### config.mk
export PLATFORM = sky130hd
export DESIGN_NAME = gameboy_button_driver_flat
export DESIGN_NICKNAME = d
export VERILOG_FILES = /design/src/rtl/gameboy_pkg.sv /design/src/rtl/gameboy_button_driver_if.sv /design/src/rtl/gameboy_act_fifo.sv /design/src/rtl/gameboy_button_driver.sv /design/src/flat_wrapper.sv
export SDC_FILE = /design/constraint.sdc
export NUM_CORES = 1
export LEC_CHECK = 0
export ABC_AREA = 0
export BUFFER_PORTS_ARGS = -buffer_cell sky130_fd_sc_hd__buf_4
export CELL_PAD_IN_SITES_DETAIL_PLACEMENT = 2
export CELL_PAD_IN_SITES_GLOBAL_PLACEMENT = 2
export CORE_MARGIN = 5
export CORE_UTILIZATION = 35
export DETAILED_ROUTE_END_ITERATION = 10
export GPL_TIMING_DRIVEN = 0
export HOLD_SLACK_MARGIN = 0.05
export PLACE_DENSITY = 0.83
export SYNTH_ARGS = -nofsm -noshare
export SYNTH_HDL_FRONTEND = slang
export SYNTH_SLANG_ARGS = --single-unit
export TNS_END_PERCENT = 20
### constraint.sdc
create_clock -name clock -period 3.2 [get_ports clock]
set_clock_uncertainty 0.15 [all_clocks]
set_input_delay 0.64 -clock clock [delete_from_list [all_inputs] [get_ports clock]]
set_output_delay 0.64 -clock clock [all_outputs]
set_load 0.02 [all_outputs]
### src/rtl/gameboy_pkg.sv
// Shared gameboy definitions: button, action and mode codes, and the mode
// transition rule used by both the gameboy core and the button driver.
package gameboy_pkg;

  localparam logic [1:0] BTN_FIGHT = 2'd0;
  localparam logic [1:0] BTN_REACT = 2'd1;
  localparam logic [1:0] BTN_A     = 2'd2;
  localparam logic [1:0] BTN_B     = 2'd3;

  localparam logic [2:0] ACT_KICK  = 3'd0;
  localparam logic [2:0] ACT_PUNCH = 3'd1;
  localparam logic [2:0] ACT_JUMP  = 3'd2;
  localparam logic [2:0] ACT_DUCK  = 3'd3;
  localparam logic [2:0] ACT_RUN   = 3'd4;

  typedef enum logic [1:0] {
    MODE_IDLE  = 2'd0,
    MODE_FIGHT = 2'd1,
    MODE_REACT = 2'd2
  } mode_t;

  typedef enum logic [1:0] {
    SEQ_IDLE  = 2'd0,
    SEQ_PRESS = 2'd1,
    SEQ_GAP   = 2'd2
  } seq_state_t;

  // Up to three presses; btn[0] is pressed first, len counts valid entries.
  typedef struct packed {
    logic [1:0]      len;
    logic [2:0][1:0] btn;
  } press_list_t;

  function automatic mode_t next_mode(input mode_t mode, input logic [1:0] button);
    mode_t m;
    case (mode)
      MODE_IDLE: begin
        if (button == BTN_FIGHT) begin
          m = MODE_FIGHT;
        end else if (button == BTN_REACT) begin
          m = MODE_REACT;
        end else begin
          m = MODE_IDLE;
        end
      end
      MODE_FIGHT: m = (button == BTN_FIGHT) ? MODE_IDLE : MODE_FIGHT;
      MODE_REACT: m = (button == BTN_REACT) ? MODE_IDLE : MODE_REACT;
      default:    m = MODE_IDLE;
    endcase
    return m;
  endfunction

endpackage

### src/rtl/gameboy_button_driver_if.sv
// Action-request and button-press signals between an action source (master)
// and the button driver (slave).
interface gameboy_button_driver_if;
  import gameboy_pkg::*;

  logic       act_valid;
  logic [2:0] act;
  logic       act_ready;
  logic       x_valid;
  logic [1:0] x;
  mode_t      mode;
  logic       done;
  logic       err;

  modport master (
    output act_valid, act,
    input  act_ready, x_valid, x, mode, done, err
  );

  modport slave (
    input  act_valid, act,
    output act_ready, x_valid, x, mode, done, err
  );
endinterface

### src/rtl/gameboy_act_fifo.sv
// Small synchronous FIFO holding queued action codes; pushes are ignored when
// full and pops when empty. Read data shows the head entry combinationally.
module gameboy_act_fifo #(
  parameter int DEPTH = 4,
  parameter int WIDTH = 3
) (
  input  logic             clock,
  input  logic             reset,
  input  logic             i_push,
  input  logic [WIDTH-1:0] i_data,
  input  logic             i_pop,
  output logic [WIDTH-1:0] o_data,
  output logic             o_full,
  output logic             o_empty
);
  localparam int PTR_W = $clog2(DEPTH);
  localparam logic [PTR_W:0] FULL_CNT = DEPTH[PTR_W:0];

  logic [WIDTH-1:0] r_mem [DEPTH];
  logic [PTR_W-1:0] r_wr_ptr;
  logic [PTR_W-1:0] r_rd_ptr;
  logic [PTR_W:0]   r_count;
  logic             w_do_push;
  logic             w_do_pop;

  assign o_full    = (r_count == FULL_CNT);
  assign o_empty   = (r_count == '0);
  assign w_do_push = i_push & ~o_full;
  assign w_do_pop  = i_pop & ~o_empty;
  assign o_data    = r_mem[r_rd_ptr];

  // Pointers wrap naturally at the power-of-two depth.
  always_ff @(posedge clock) begin
    if (reset) begin
      r_wr_ptr <= '0;
      r_rd_ptr <= '0;
      r_count  <= '0;
    end else begin
      if (w_do_push) r_wr_ptr <= r_wr_ptr + 1'b1;
      if (w_do_pop)  r_rd_ptr <= r_rd_ptr + 1'b1;
      case ({w_do_push, w_do_pop})
        2'b10:   r_count <= r_count + 1'b1;
        2'b01:   r_count <= r_count - 1'b1;
        default: r_count <= r_count;
      endcase
    end
  end

  always_ff @(posedge clock) begin
    if (w_do_push) r_mem[r_wr_ptr] <= i_data;
  end
endmodule

### src/rtl/gameboy_button_driver.sv
// Turns queued actions into the shortest button-press sequence for the
// current (shadowed) gameboy mode, one press per x_valid cycle.
module gameboy_button_driver
  import gameboy_pkg::*;
#(
  parameter int FIFO_DEPTH = 4,
  parameter int PRESS_GAP  = 0
) (
  input  logic                     clock,
  input  logic                     reset,
  gameboy_button_driver_if.slave   bus
);
  localparam logic [3:0] GAP_LOAD = (PRESS_GAP == 0) ? 4'd0 : 4'(PRESS_GAP - 1);

  function automatic press_list_t build_presses(input logic [2:0] act, input mode_t m);
    press_list_t pl;
    logic [1:0]  last_btn;
    pl       = '0;
    last_btn = act[0] ? BTN_B : BTN_A;
    case (act)
      ACT_KICK, ACT_PUNCH: begin
        case (m)
          MODE_IDLE:  begin pl.len = 2'd2; pl.btn[0] = BTN_FIGHT; pl.btn[1] = last_btn; end
          MODE_REACT: begin
            pl.len = 2'd3; pl.btn[0] = BTN_REACT; pl.btn[1] = BTN_FIGHT; pl.btn[2] = last_btn;
          end
          default:    begin pl.len = 2'd1; pl.btn[0] = last_btn; end
        endcase
      end
      ACT_JUMP, ACT_DUCK: begin
        case (m)
          MODE_IDLE:  begin pl.len = 2'd2; pl.btn[0] = BTN_REACT; pl.btn[1] = last_btn; end
          MODE_FIGHT: begin
            pl.len = 2'd3; pl.btn[0] = BTN_FIGHT; pl.btn[1] = BTN_REACT; pl.btn[2] = last_btn;
          end
          default:    begin pl.len = 2'd1; pl.btn[0] = last_btn; end
        endcase
      end
      ACT_RUN: begin
        pl.len = 2'd1;
        case (m)
          MODE_FIGHT: pl.btn[0] = BTN_FIGHT;
          MODE_REACT: pl.btn[0] = BTN_REACT;
          default:    pl.btn[0] = BTN_A;
        endcase
      end
      default: pl = '0;
    endcase
    return pl;
  endfunction

  logic        w_full, w_empty, w_push, w_pop;
  logic [2:0]  w_head;
  seq_state_t  r_state, w_state_nxt;
  press_list_t r_list, w_list_nxt;
  logic [1:0]  r_idx, w_idx_nxt, w_idx_inc;
  logic [3:0]  r_gap, w_gap_nxt;
  logic [1:0]  r_x, w_x_nxt, w_x_adv;
  mode_t       r_mode, w_mode_nxt;
  logic        r_done, w_done_nxt, w_done_adv;
  logic        r_err, w_err_nxt;
  logic        w_last;

  // Readiness looks only at the registered fill level, so a pop never frees a slot same-cycle.
  assign bus.act_ready = ~reset & ~w_full;
  assign w_push        = bus.act_valid & bus.act_ready;

  gameboy_act_fifo #(.DEPTH(FIFO_DEPTH), .WIDTH(3)) u_fifo (
    .clock   (clock),
    .reset   (reset),
    .i_push  (w_push),
    .i_data  (bus.act),
    .i_pop   (w_pop),
    .o_data  (w_head),
    .o_full  (w_full),
    .o_empty (w_empty)
  );

  assign w_idx_inc  = r_idx + 2'd1;
  assign w_x_adv    = r_list.btn[w_idx_inc];
  assign w_done_adv = (w_idx_inc == (r_list.len - 2'd1));
  assign w_last     = (r_idx == (r_list.len - 2'd1));

  // Sequencer next-state and next-register values.
  always_comb begin
    w_state_nxt = r_state;
    w_list_nxt  = r_list;
    w_idx_nxt   = r_idx;
    w_gap_nxt   = r_gap;
    w_x_nxt     = r_x;
    w_mode_nxt  = r_mode;
    w_done_nxt  = 1'b0;
    w_err_nxt   = 1'b0;
    w_pop       = 1'b0;
    case (r_state)
      SEQ_IDLE: begin
        if (!w_empty) begin
          w_pop = 1'b1;
          if (w_head > ACT_RUN) begin
            w_err_nxt = 1'b1;
          end else begin
            w_list_nxt  = build_presses(w_head, r_mode);
            w_idx_nxt   = 2'd0;
            w_x_nxt     = w_list_nxt.btn[0];
            w_done_nxt  = (w_list_nxt.len == 2'd1);
            w_state_nxt = SEQ_PRESS;
          end
        end else begin
          w_state_nxt = SEQ_IDLE;
        end
      end
      SEQ_PRESS: begin
        w_mode_nxt = next_mode(r_mode, r_x);
        if (PRESS_GAP != 0) begin
          w_state_nxt = SEQ_GAP;
          w_gap_nxt   = GAP_LOAD;
        end else if (w_last) begin
          w_state_nxt = SEQ_IDLE;
        end else begin
          w_idx_nxt  = w_idx_inc;
          w_x_nxt    = w_x_adv;
          w_done_nxt = w_done_adv;
        end
      end
      SEQ_GAP: begin
        if (r_gap != 4'd0) begin
          w_gap_nxt = r_gap - 4'd1;
        end else if (w_last) begin
          w_state_nxt = SEQ_IDLE;
        end else begin
          w_state_nxt = SEQ_PRESS;
          w_idx_nxt   = w_idx_inc;
          w_x_nxt     = w_x_adv;
          w_done_nxt  = w_done_adv;
        end
      end
      default: w_state_nxt = SEQ_IDLE;
    endcase
  end

  // Sequencer state register; reset abandons any in-flight press list.
  always_ff @(posedge clock) begin
    if (reset) begin
      r_state <= SEQ_IDLE;
      r_list  <= '0;
      r_idx   <= 2'd0;
      r_gap   <= 4'd0;
      r_x     <= BTN_FIGHT;
      r_mode  <= MODE_IDLE;
      r_done  <= 1'b0;
      r_err   <= 1'b0;
    end else begin
      r_state <= w_state_nxt;
      r_list  <= w_list_nxt;
      r_idx   <= w_idx_nxt;
      r_gap   <= w_gap_nxt;
      r_x     <= w_x_nxt;
      r_mode  <= w_mode_nxt;
      r_done  <= w_done_nxt;
      r_err   <= w_err_nxt;
    end
  end

  assign bus.x_valid = (r_state == SEQ_PRESS);
  assign bus.x       = r_x;
  assign bus.mode    = r_mode;
  assign bus.done    = r_done;
  assign bus.err     = r_err;
endmodule

### src/flat_wrapper.sv
// flat-port wrapper written by rule: the top's interface ports become plain ports
module gameboy_button_driver_flat import gameboy_pkg::*;
#(
  parameter int FIFO_DEPTH = 4,
  parameter int PRESS_GAP  = 0
)
  (clock, reset, bus_act_valid, bus_act, bus_act_ready, bus_x_valid, bus_x, bus_mode, bus_done, bus_err);
  gameboy_button_driver_if bus_i ();
  input  logic clock;
  input  logic reset;
  input wire logic [$bits(bus_i.act_valid)-1:0] bus_act_valid;
  input wire logic [$bits(bus_i.act)-1:0] bus_act;
  output wire logic [$bits(bus_i.act_ready)-1:0] bus_act_ready;
  output wire logic [$bits(bus_i.x_valid)-1:0] bus_x_valid;
  output wire logic [$bits(bus_i.x)-1:0] bus_x;
  output wire logic [$bits(bus_i.mode)-1:0] bus_mode;
  output wire logic [$bits(bus_i.done)-1:0] bus_done;
  output wire logic [$bits(bus_i.err)-1:0] bus_err;
  assign bus_i.act_valid = bus_act_valid;
  assign bus_i.act = bus_act;
  assign bus_act_ready = bus_i.act_ready;
  assign bus_x_valid = bus_i.x_valid;
  assign bus_x = bus_i.x;
  assign bus_mode = bus_i.mode;
  assign bus_done = bus_i.done;
  assign bus_err = bus_i.err;
  gameboy_button_driver #(.FIFO_DEPTH(FIFO_DEPTH), .PRESS_GAP(PRESS_GAP)) u_core (.clock(clock), .reset(reset), .bus(bus_i));
endmodule
# Word level (Yosys, flattened, before mapping)
# Memories as Yosys holds them, arrays and structs flattened. A register that Yosys moved wholly into a read port is not among the register bits.
# Cells that the tools add are included.
# op_classes
add_sub_neg	7
n_lt_le_gt_ge	2
eq_ne	20
n_mux	52
n_bitwise	9
n_reduce_logical	15
# ops
cell	count
2-bit 2-to-1 mux	24
2-bit one-hot mux with 3 select lines	6
2-bit one-hot mux with 2 select lines	6
1-bit 2-to-1 mux	12
2-bit by 1-bit == test with 1-bit output, second input constant	5
4-bit one-hot mux with 2 select lines	1
2-bit by 1-bit adder with 2-bit output, second input constant	3
2-bit == test, second input constant	3
3-bit by 2-bit == test with 1-bit output, second input constant	2
3-bit == test, second input constant	2
2-bit logical NOT	3
3-bit logical NOT	2
2-bit != test, second input constant	3
3-bit one-hot mux with 2 select lines	1
3-bit AND reduction	2
1-bit inverter	5
1-bit AND	4
2-bit binary-select mux with 2-bit select	1
2-bit == test	2
4-bit AND reduction	1
4-bit nonzero test	1
2-bit OR reduction	2
4-bit by 1-bit subtractor with 4-bit output, second input constant	1
3-bit by 1-bit adder with 3-bit output, second input constant	1
12 further kinds	12
# totals
register_bits	29
ramBits	12
input_bits	6
output_inout_bits	8
elab_cells	120
memories	1
# memory_table
name	words	width	rd	rd_ports_with_merged_regs	wr	line_no	rtl
u_core.u_fifo.r_mem	4	3	1	1	1	gameboy_act_fifo.sv:19	logic [WIDTH-1:0] r_mem [DEPTH];

# Logic depth before layout (Yosys ltp)
# Gate-level depths: netlist (run 1).
# depth
ltp_word	10
ltp_mapped	10
depth_no_buf	10

# Modules after synthesis
# Synthesis (run 1) repeated with hierarchy kept, for this count alone.
# unflattened
cells_unflattened	186
hier_area_um2	2037.0
# modules_own_cells
mod	n_inst	cells_per_inst	area_per_inst_um2	seq_area_each_um2
gameboy_button_driver	1	117	1123.6	340.3
gameboy_act_fifo	1	69	913.4	540.5

# Worst setup path after synthesis (run 1)
# No wires, ideal clock.
# synth_path
path_kind	input-to-reg
start	input port reset
end	register u_core.u_fifo.r_count[2]
setup_time_ps	71
t_arrival_ps	2713
required_ps	2979
setup_slack_ps	266
path_stages	10
path_buffers	1
cell_sequence	clkbuf_1 a31oi_1 and2_1 inv_1 ha_1 inv_1 fa_1 xor2_1 or3_1 a21oi_1
# synth_via
elab_chain_len	6
elab_cells_between_ends	8
cone_classes	eq/ne: 2; mux: 1; bitwise: 4; reduce/logical: 1
# synth_rtl
element	line_no	rtl
start: declaration	flat_wrapper.sv:10	input logic reset;
1-bit inverter (*)	gameboy_button_driver.sv:65	assign bus.act_ready = ~reset & ~w_full;
1-bit AND (*)	gameboy_button_driver.sv:65	
via bus_act_ready	flat_wrapper.sv:13	output wire logic [$bits(bus_i.act_ready)-1:0] bus_act_ready;
1-bit AND (*)	gameboy_button_driver.sv:66	assign w_push = bus.act_valid & bus.act_ready;
1-bit AND (*)	gameboy_act_fifo.sv:28	assign w_do_push = i_push & ~o_full;
2-bit by 1-bit == test with 1-bit output or 2-bit == test (tied branches)	gameboy_act_fifo.sv:41	case ({w_do_push, w_do_pop})
3-bit one-hot mux with 2 select lines or 2-bit nonzero test (tied branches)	--	
end signal: assignment	gameboy_act_fifo.sv:42	2'b10: r_count <= r_count + 1'b1;
end signal: assignment	gameboy_act_fifo.sv:43	2'b01: r_count <= r_count - 1'b1;
end signal: assignment	gameboy_act_fifo.sv:44	default: r_count <= r_count;
end: declaration	gameboy_act_fifo.sv:22	logic [PTR_W:0] r_count;
# The timed path passes the listed nets; every way through them passes the cells marked *.
# A chain may end at the register's enable or synchronous reset.

# Worst setup path after layout (run 1)
# layout_path
start	input port reset
end	register u_core.u_fifo.r_count[2]
# layout_via
elab_chain_len	6
elab_cells_between_ends	8
cone_classes	eq/ne: 2; mux: 1; bitwise: 4; reduce/logical: 1
# layout_rtl
element	line_no
1-bit inverter	gameboy_button_driver.sv:65
1-bit AND	gameboy_button_driver.sv:65
1-bit AND	gameboy_button_driver.sv:66
1-bit AND	gameboy_act_fifo.sv:28
2-bit by 1-bit == test with 1-bit output or 2-bit == test (tied branches)	gameboy_act_fifo.sv:41
3-bit one-hot mux with 2 select lines or 2-bit nonzero test (tied branches)	--
# Several ways; a longest one is shown, not always the timed one.

==> impl_metrics.tcl, run 1 <==
set metrics [dict create \
    hp-start "u_core.r_list[5]$_SDFFE_PP0P_" \
    place_hpwl_um 3567 \
    layout.cells.non_filler 268 \
    synthesis.area_per_instance_um2 10.60 \
    routed_wire_length_um 4765 \
    power.share.sequential_pct 32.4 \
    cts.root.buffer_cell "clkbuf_8" \
    route.detailed.drc 0 \
    number_of_antenna_violating_nets_in_the_routed_design 0 \
    cts_hold_repair.buffers 0 \
    postSynthCellCount 178 \
    critical_path.reg2reg.startpoint "u_core.r_state[0]$_SDFFE_PP0P_" \
    top_layer "met4" \
    clock_tree.htree_level_count 2 \
    status "finished clean" \
    irDropWorstVdd_mv 0.3888 \
    die_y_um 83.42 \
    timing.critical_path.required_ns 3.27 \
    share_clk_of_total_power_pct 21.7 \
    worst_hold_path_type "reg2reg" \
    synth_cell_type_count 47 \
    yosys_most_used_dff "dfxtp_1" \
    route.detailed.vias_per_inst 5.164 \
    max_cap_viol_count 0 \
    globalplace.congestion 0.8424 \
    detail_route.wl_per_cell_um 17.78 \
    clkSinkCount 38 \
    switching_share_pct 40.16 \
    vias_in_the_first_global_route 1583 \
    p_total_mw 2.226 \
    pwr-share-comb_pct 45.9 \
    design_area_um2 2202 \
    totalNegativeSetupSlack_ns 0 \
    syn2layout_area_growth_pct 16.71 \
    switchingPower_uw 893.9 \
    min_period_over_period_pct 88.27 \
    worst_ep_arrival_time_ns 2.89 \
    postPlaceCellArea_um2 2064 \
    via_count 1384 \
    wl_met1_um 2066 \
    max_slew_margin_vs_limit_pct 63.23 \
    die_width_um 83.42 \
    ctsResizeCount 0 \
    hold_depth 2 \
    edff_count_synth 12 \
    place.port_buffers 12 \
    count_of_nets_after_finishing 215 \
    ys_seq_area_share_pct 46.68 \
    leakage_nw 0.8546 \
    synth.net_count 196 \
    post_synth_main_area_contributors "dfxtp_1, edfxtp_1, ha_1" \
    cell_internal_pwr_mw 1.332 \
    synth.largest_area_cell "dfxtp_1" \
    routed_wl_met3_um 124 \
    final.min_clock_period_ns 2.825 \
    worst_setup_path_end_kind "flop" \
    cts-root-to-sink-buffers 2 \
    design.portCount 14 \
    number_of_failing_hold_endpoints_at_the_final_stage 0 \
    worstPathMaxFanout 10 \
    placement_rows 26 \
    synthesis.yosys.warnings 0 \
    clkLatencyLatePin_ns 0.29 \
    grt_pass1_wl_um 8142 \
    drt_first_pass_iters 4 \
    synth.cell_area_um2 1887 \
    tightestPinTransition_ns 0.5515 \
    cts_made_buffers 5 \
    synth_async_sr_flop_share_pct 0 \
    max_freq_ghz 0.3540 \
    power.density_cell_area_nw_per_um2 1011 \
    grt_setup_unrepaired "no" \
    std_cell_core_area_um2 5172 \
    number_of_antenna_violations_at_the_first_check_in_global_routing 0 \
    grt_start_max_net_pins 14 \
    slew_violations 0 \
    yosysTopAreaCellShare_pct 27.59 \
    global_route.usage.total_pct 14.57 \
    detailroute.wirelength.met2_um 2527 \
    postCtsSetupRepairBufs 0 \
    drt-initial-drc-count 60 \
    place_inst 260 \
    gr-total-overflow 0 \
    setup-violations-final 0 \
    clock_tree_from_tritoncts "done" \
    die_footprint_um2 6959 \
    n_antenna_cell 0 \
    worst_setup_path_startpoint "reset" \
    initial_core_util_pct 36.48 \
    clkSlewWorstSetupHoldPaths_ns 0.07 \
    cp-start-kind "primary input" \
    r2r_cells 9 \
    timing_worst_setup_path_type "in2reg" \
    synth_seq_cells 38 \
    hold_ws_ns 0.3477 \
    layout-drive-gt1-share_pct 17.68 \
]
## cells by family (layout without fill, tap and decap cells)
kind of cell | after synthesis | in the layout | share of synthesized area (%)
AO/OA/AOI/OAI | 33 | 33 | 13.59
XOR/XNOR | 8 | 8 | 3.713
adder cells (fa/ha/maj) | 13 | 13 | 8.886
buffers and inverters | 22 | 42 | 5.437
flip-flops | 38 | 38 | 46.68
multiplexers | 11 | 11 | 7.891
AND/OR/NAND/NOR | 53 | 53 | 13.79
## metal layers
layer  track usage [%]  up-vias
met2             26.90       16
met3             3.366        4
met1             16.93      696
met5                 0        -
met4             3.509        0
li1                  -      668
## flip-flops by register name (all words and copies together) (netlist names), named ones only
register / cells
u_core.bus.done: 1
u_core.bus.err: 1
u_core.bus.mode: 2
u_core.bus.x: 2
u_core.r_idx: 2
u_core.r_list: 8
u_core.r_state: 1
u_core.u_fifo.r_count: 3
u_core.u_fifo.r_mem: 12
u_core.u_fifo.r_rd_ptr: 2
u_core.u_fifo.r_wr_ptr: 2
## layout make-up
type / instances / area (um^2)
inverters: 14 / 52.55
clock inverters: 3 / 68.82
multi-input cells: 118 / 903.4
flip-flops and latches: 38 / 880.8
fillers: 552 / 2970
repair buffers: 12 / 90.09
well taps: 70 / 87.58
plain buffers: 8 / 50.05
clock buffers: 5 / 68.82
## critical path: stages
cell and delay [ns]:
clkbuf_1 0.39, a31oi_1 0.20, and2_1 0.26, inv_1 0.07, ha_1 0.18, inv_1 0.07
fa_1 0.44, xor2_1 0.16, or3_1 0.32, a21oi_1 0.14
## synth_stat cells (all sizes together), types with 2 or more instances
library cell / number
a2111oi: 2
a211oi: 2
a21oi: 10
a31oi: 4
and2: 2
and3: 4
buf: 3
clkbuf: 5
dfxtp: 26
edfxtp: 12
ha: 11
inv: 13
mux2i: 7
mux4: 3
nand2: 6
nand3: 2
nor2: 22
nor3: 9
o21ai: 5
o31ai: 2
or3: 2
xnor2: 4
xor2: 4
## worst paths after layout
kind,endpoint,slack [ns]
worst max register to register,u_core.u_fifo.r_count[2]$_SDFFE_PP0P_,0.47
worst max-delay path,u_core.u_fifo.r_count[2]$_SDFFE_PP0P_,0.38
worst min-delay path,u_core.r_list[5]$_SDFFE_PP0P_,0.35
worst min register to register,u_core.r_list[5]$_SDFFE_PP0P_,0.35
## power groups by stage
stage / clock (mW) / sequential [mW] / combinational [mW]
after floorplan: 0 / 0.730 / 0.709
after global placement: 0 / 0.715 / 0.945
after detailed placement: 0 / 0.729 / 1.01
after CTS: 0.490 / 0.721 / 1.04
after global routing: 0.518 / 0.734 / 1.13
final: 0.484 / 0.720 / 1.02
## stage by stage
step	setup slack [ns]	util [%]
2_1_floorplan	0.2663	-
3_3_place_gp	0.1586	39.91
3_5_place_dp	0.07185	39.91
4_1_cts	0.3473	42.57
5_1_grt	0.2092	42.57
6_report	0.3755	42.57
## layout by cell type (no fill, tap or decap), types with 4 or more instances in the layout
| master | n |
|---|---|
| buf_4 | 13 |
| and3_1 | 4 |
| clkbuf_1 | 4 |
| inv_1 | 13 |
| ha_1 | 11 |
| nor2_1 | 22 |
| dfxtp_1 | 26 |
| xnor2_1 | 4 |
| xor2_1 | 4 |
| nor3_1 | 9 |
| mux2i_1 | 7 |
| nand2_1 | 6 |
| a21oi_1 | 10 |
| edfxtp_1 | 12 |
| clkbuf_8 | 5 |
| a31oi_1 | 4 |
No activity file was read; power rests on OpenSTA's default activity.
==> inputs of run 2 (changes only) <==
Settings changed: CORE_ASPECT_RATIO set to 1.4, SLEW_MARGIN set to 20.
==> run 2 against run 1 <==
Routed wire length rose by 0.67%. Global-route usage rose by 0.24 points. Via count barely moved. Largest cell class unchanged. Clock-buffer cell count did not move. Hold slack got worse by 0.0088 ns. Critical endpoint unchanged. Setup slack got worse by 0.040 ns.
==> impl_metrics.tcl, run 2 (synthesized netlist as in run 1, its figures left out) <==
set metrics [dict create \
    gr-total-overflow 0 \
    clkSinkCount 38 \
    cts_made_buffers 5 \
    cts-root-to-sink-buffers 2 \
    min_period_over_period_pct 89.51 \
    route.detailed.vias_per_inst 5.239 \
    number_of_antenna_violations_at_the_first_check_in_global_routing 0 \
    vias_in_the_first_global_route 1606 \
    max_cap_viol_count 0 \
    largest_registers "u_core.u_fifo.r_mem (12), u_core.r_list (8), u_core.u_fifo.r_count (3)" \
    cts.root.buffer_cell "clkbuf_8" \
    global_route.usage.total_pct 14.81 \
    number_of_failing_hold_endpoints_at_the_final_stage 0 \
    final.min_clock_period_ns 2.864 \
    fillerInstances 573 \
    die_width_um 72.06 \
    irDropWorstVdd_mv 0.4269 \
    r2r-end "u_core.u_fifo.r_count[2]$_SDFFE_PP0P_" \
    place_hpwl_um 3661 \
    tightestPinTransition_ns 0.5800 \
    placement_rows 31 \
    worst_hold_path_type "reg2reg" \
    n_antenna_cell 0 \
    holdPathEnd "u_core.r_list[4]$_SDFFE_PP0P_" \
    cp_cell_sequence "clkbuf_1, a31oi_1, and2_1, inv_1, ha_1, inv_1, fa_1, xor2_1, or3_1, a21oi_1" \
    cp-start-kind "primary input" \
    count_of_nets_after_finishing 215 \
    clock_tree.htree_level_count 2 \
    most-common-layout-cells "dfxtp_1, nor2_1, inv_1, buf_4, edfxtp_1" \
    clkSlewWorstSetupHoldPaths_ns 0.08 \
    grt_pass1_wl_um 8079 \
    grt_setup_unrepaired "no" \
    hold_depth 2 \
    postCtsSetupRepairBufs 0 \
    worst_setup_path_end_kind "flop" \
    hp-start "u_core.r_list[4]$_SDFFE_PP0P_" \
    layout-drive-gt1-share_pct 17.68 \
    design.portCount 14 \
    routed_wire_length_um 4797 \
    clock_tree_from_tritoncts "done" \
    drt-initial-drc-count 43 \
    setup-violations-final 0 \
    clkLatencyLatePin_ns 0.29 \
    timing_worst_setup_path_type "in2reg" \
    r2r_cells 10 \
    initial_core_util_pct 36.30 \
    r2r_slack_ns 0.54 \
    flip_flop_count_of_the_largest_register_all_copies_and_words_added 12 \
    regMostFlops "u_core.u_fifo.r_mem" \
    drt_first_pass_iters 4 \
    globalplace.congestion 0.7974 \
    postPlaceCellArea_um2 2059 \
    worstPathMaxFanout 10 \
    via_count 1383 \
    path_common_cell "inv_1" \
    timing.critical_path.required_ns 3.27 \
    number_of_antenna_violating_nets_in_the_routed_design 0 \
    design_area_um2 2173 \
    ctsResizeCount 0 \
    leakage_nw 0.8366 \
    critical-path-max-stage-delay_ns 0.44 \
    cts_hold_repair.buffers 0 \
    max_freq_ghz 0.3491 \
    die_y_um 96.88 \
    detail_route.wl_per_cell_um 18.17 \
    status "finished clean" \
    layout_commonest_cell "dfxtp_1" \
    syn2layout_area_growth_pct 15.19 \
    critical_path.reg2reg.startpoint "u_core.u_fifo.r_count[2]$_SDFFE_PP0P_" \
    max_slew_margin_vs_limit_pct 61.33 \
    totalNegativeSetupSlack_ns 0 \
    grt_start_max_net_pins 14 \
    route.detailed.drc 0 \
    die_footprint_um2 6980 \
    slew_violations 0 \
    finish.utilization_pct 41.82 \
    crit_path_top_delay_cell "fa_1" \
    power.density_cell_area_nw_per_um2 984.7 \
    std_cell_core_area_um2 5197 \
    place.port_buffers 12 \
    worst_ep_arrival_time_ns 2.94 \
]
==> run 2: changes by cell type in the layout (fill, tap and decap cells not counted), sizes merged <==
| cell | previous run | this run |
|---|---|---|
| clkinvlp | 0 | 2 |
| bufinv | 2 | 1 |
| clkinv | 2 | 1 |
==> run 2: report_power, final <==
part	switching (mW)	leakage [nW]	internal [mW]
Combinational	0.601	0.465	0.406
Clock	0.178	0.0504	0.232
Sequential	0.109	0.321	0.613
==> run 2: routing by layer <==
metal  up-vias  wire (um)  GRT usage (%)
li1        667          -              -
met1       694       1782          14.86
met2        16       2870          29.32
met3         6         99          3.423
met4         0         44          3.618
met5         -          0              0
==> run 2: cell type report <==
type | instances | area (um^2) | area share, %
plain buffers | 8 | 50.05 | 2.303
multi-input cells | 118 | 903.4 | 41.57
flip-flops and latches | 38 | 880.8 | 40.53
repair buffers | 12 | 90.09 | 4.145
well taps | 66 | 82.58 | 3.800
clock inverters | 3 | 45.04 | 2.073
clock buffers | 5 | 68.82 | 3.166
inverters | 14 | 52.55 | 2.418
==> run 2: worst max path at each step <==
stage | from | end | slack [ns] | depth (start not counted)
CTS | reset | u_core.u_fifo.r_count[2]$_SDFFE_PP0P_ | 0.31 | 10
finish | reset | u_core.u_fifo.r_count[2]$_SDFFE_PP0P_ | 0.34 | 10
floorplan | reset | u_core.u_fifo.r_count[2]$_SDFFE_PP0P_ | 0.27 | 10
detailed placement | reset | u_core.u_fifo.r_count[2]$_SDFFE_PP0P_ | 0.01 | 10
global route | reset | u_core.u_fifo.r_count[2]$_SDFFE_PP0P_ | 0.18 | 10
global placement | reset | u_core.u_fifo.r_count[2]$_SDFFE_PP0P_ | 0.16 | 10
==> run 2: worst max-delay path: cells and delay by family <==
kind,cells,cell delay (ns)
adder cells (fa/ha/maj),2,0.63
AND/OR/NAND/NOR,2,0.58
buffers and inverters,3,0.54
AO/OA/AOI/OAI,2,0.35
XOR/XNOR,1,0.17
==> run 2: stage by stage <==
| step | hold WS, ns | std cells | setup WS (ns) | power [mW] |
|---|---|---|---|---|
| after floorplan | 0.2813 | 178 | 0.2663 | 1.439 |
| after global routing | 0.3678 | 264 | 0.1818 | 2.299 |
| final | 0.3389 | 264 | 0.3358 | 2.140 |
| after detailed placement | 0.3213 | 256 | 0.01184 | 1.739 |
| after global placement | 0.3012 | 256 | 0.1635 | 1.655 |
| after CTS | 0.3400 | 264 | 0.3071 | 2.166 |
==> inputs of run 3 (changes only) <==
==> constraint.sdc (replaced) <==
create_clock -name clock -period 3.2 [get_ports clock]
set_clock_uncertainty 0.15 [all_clocks]
set_input_delay 0.96 -clock clock [delete_from_list [all_inputs] [get_ports clock]]
set_output_delay 0.96 -clock clock [all_outputs]
set_load 0.02 [all_outputs]
==> run 3 against run 2 <==
Die area stayed put. Via count decreased by 0.87%. Clock power down 2%. Total power fell by 0.95%. Global-route usage is 0.51 points lower. Routed wire length decreased by 4.3%. Sequential power hardly changed. Sequential share of layout area is 0.070 points higher. Sequential cell count is the same. Largest power group unchanged.
==> impl_metrics.tcl, run 3 (synthesized netlist as in run 1, its figures left out) <==
set metrics [dict create \
    status "finished clean" \
    routed_wire_length_um 4589 \
    worst_setup_path_end_kind "flop" \
    setup-violations-final 0 \
    global_route.usage.total_pct 14.29 \
    route.detailed.drc 0 \
    layout.cells.non_filler 264 \
    route.detailed.vias_per_inst 5.193 \
    crit_path_top_delay_cell "fa_1" \
    initial_core_util_pct 36.30 \
    cp-start-kind "primary input" \
    finish.utilization_pct 41.74 \
    cts.root.buffer_cell "clkbuf_8" \
    design.portCount 14 \
    leakage_nw 0.8471 \
    timing_worst_setup_path_type "in2reg" \
    flip_flop_count_of_the_largest_register_all_copies_and_words_added 12 \
    largest_registers "u_core.u_fifo.r_mem (12), u_core.r_list (8), u_core.u_fifo.r_count (3)" \
    timing.critical_path.required_ns 3.27 \
    setup_slack_of_the_critical_path_after_layout_ns 0.2341 \
    drt_first_pass_iters 4 \
    clkSlewWorstSetupHoldPaths_ns 0.08 \
    placement_rows 31 \
    path_common_cell "inv_1" \
    die_y_um 96.88 \
    final.min_clock_period_ns 2.966 \
    clock_tree.htree_level_count 2 \
    worstPathMaxFanout 10 \
    p_total_mw 2.120 \
    cp_num_buf_inv 3 \
    max_freq_ghz 0.3372 \
    gr-total-overflow 0 \
    count_of_nets_after_finishing 215 \
    layout_commonest_cell "dfxtp_1" \
    n_antenna_cell 0 \
    worst_ep_arrival_time_ns 3.03 \
    place.port_buffers 12 \
    most-common-layout-cells "dfxtp_1, nor2_1, inv_1, buf_4, edfxtp_1" \
    place_hpwl_um 3668 \
    cts_made_buffers 5 \
    min_period_over_period_pct 92.69 \
    syn2layout_area_growth_pct 14.99 \
    tightestPinTransition_ns 0.5577 \
    number_of_antenna_violations_at_the_first_check_in_global_routing 0 \
    die_footprint_um2 6980 \
    regMostFlops "u_core.u_fifo.r_mem" \
    max_cap_viol_count 0 \
    grt_pass1_wl_um 7672 \
    irDropWorstVdd_mv 0.3241 \
    grt_setup_unrepaired "no" \
    postPlaceCellArea_um2 2061 \
    ctsResizeCount 0 \
    slew_violations 0 \
    die_width_um 72.06 \
    max_slew_margin_vs_limit_pct 62.82 \
    power.density_cell_area_nw_per_um2 977.0 \
    place_inst 256 \
    worst_hold_path_type "reg2reg" \
    detail_route.wl_per_cell_um 17.38 \
    cp_cell_sequence "clkbuf_2, a31oi_1, and2_1, inv_1, ha_1, inv_1, fa_1, xor2_1, or3_1, a21oi_1" \
    critical-path-max-stage-delay_ns 0.44 \
    clock_tree_from_tritoncts "done" \
    dp_worst_setup_slack_ns -0.09214 \
    fillerInstances 562 \
    totalNegativeSetupSlack_ns 0 \
    vias_in_the_first_global_route 1574 \
    cts_hold_repair.buffers 0 \
    clkSinkCount 38 \
    std_cell_core_area_um2 5197 \
    hold_ws_ns 0.3232 \
    via_count 1371 \
    path_delay_family "adder cells" \
    postCtsSetupRepairBufs 0 \
    clkLatencyLatePin_ns 0.29 \
    design_area_um2 2170 \
    grt_start_max_net_pins 13 \
    globalplace.congestion 0.8128 \
    drt-initial-drc-count 21 \
    layout-drive-gt1-share_pct 18.18 \
    number_of_failing_hold_endpoints_at_the_final_stage 0 \
    number_of_antenna_violating_nets_in_the_routed_design 0 \
    cts-root-to-sink-buffers 2 \
]
run 3: cell types whose count changed in the layout (fill, tap and decap cells not counted), sizes merged:
cell	before	now
clkinvlp	2	0
clkinv	1	3
run 3: cell type report:
cell class,instances,area [um^2],share of cell area (%)
sequential,38,880.8,40.60
buffer,8,51.30,2.364
clock buffer,5,68.82,3.172
clock inverter,3,40.04,1.845
tap,66,82.58,3.806
multi-input combinational,118,903.4,41.64
inverter,14,52.55,2.422
timing repair buffer,12,90.09,4.152
run 3: worst paths after layout:
| kind | slack, ns | start | cells after the start | to |
|---|---|---|---|---|
| max | 0.23 | reset | 10 | u_core.u_fifo.r_count[2]$_SDFFE_PP0P_ |
| min | 0.32 | u_core.r_list[4]$_SDFFE_PP0P_ | 2 | u_core.r_list[4]$_SDFFE_PP0P_ |
| max reg2reg | 0.50 | u_core.u_fifo.r_count[2]$_SDFFE_PP0P_ | 10 | u_core.u_fifo.r_count[2]$_SDFFE_PP0P_ |
| min reg2reg | 0.32 | u_core.r_list[4]$_SDFFE_PP0P_ | 2 | u_core.r_list[4]$_SDFFE_PP0P_ |
run 3: worst reg2reg max path, cell delays in order, from the launching register on:
cell      delay (ns)
dfxtp_1         0.38
nor3_1          0.07
or2_2           0.26
clkbuf_2        0.17
clkinv_1        0.19
ha_1            0.23
inv_1           0.08
fa_1            0.44
xor2_1          0.18
or3_1           0.32
a21oi_1         0.15
run 3: routing by layer:
| layer | share of wire [%] | track usage (%) |
|---|---|---|
| met5 | 0 | 0 |
| met4 | 1.4 | 4.776 |
| met3 | 2.2 | 2.905 |
| met2 | 60 | 29.39 |
| met1 | 37 | 13.03 |
run 3: power by group:
part           internal (mW)  total, mW  switching [mW]
Combinational          0.405      0.996           0.592
Clock                  0.229      0.402           0.173
Sequential             0.614      0.721           0.107
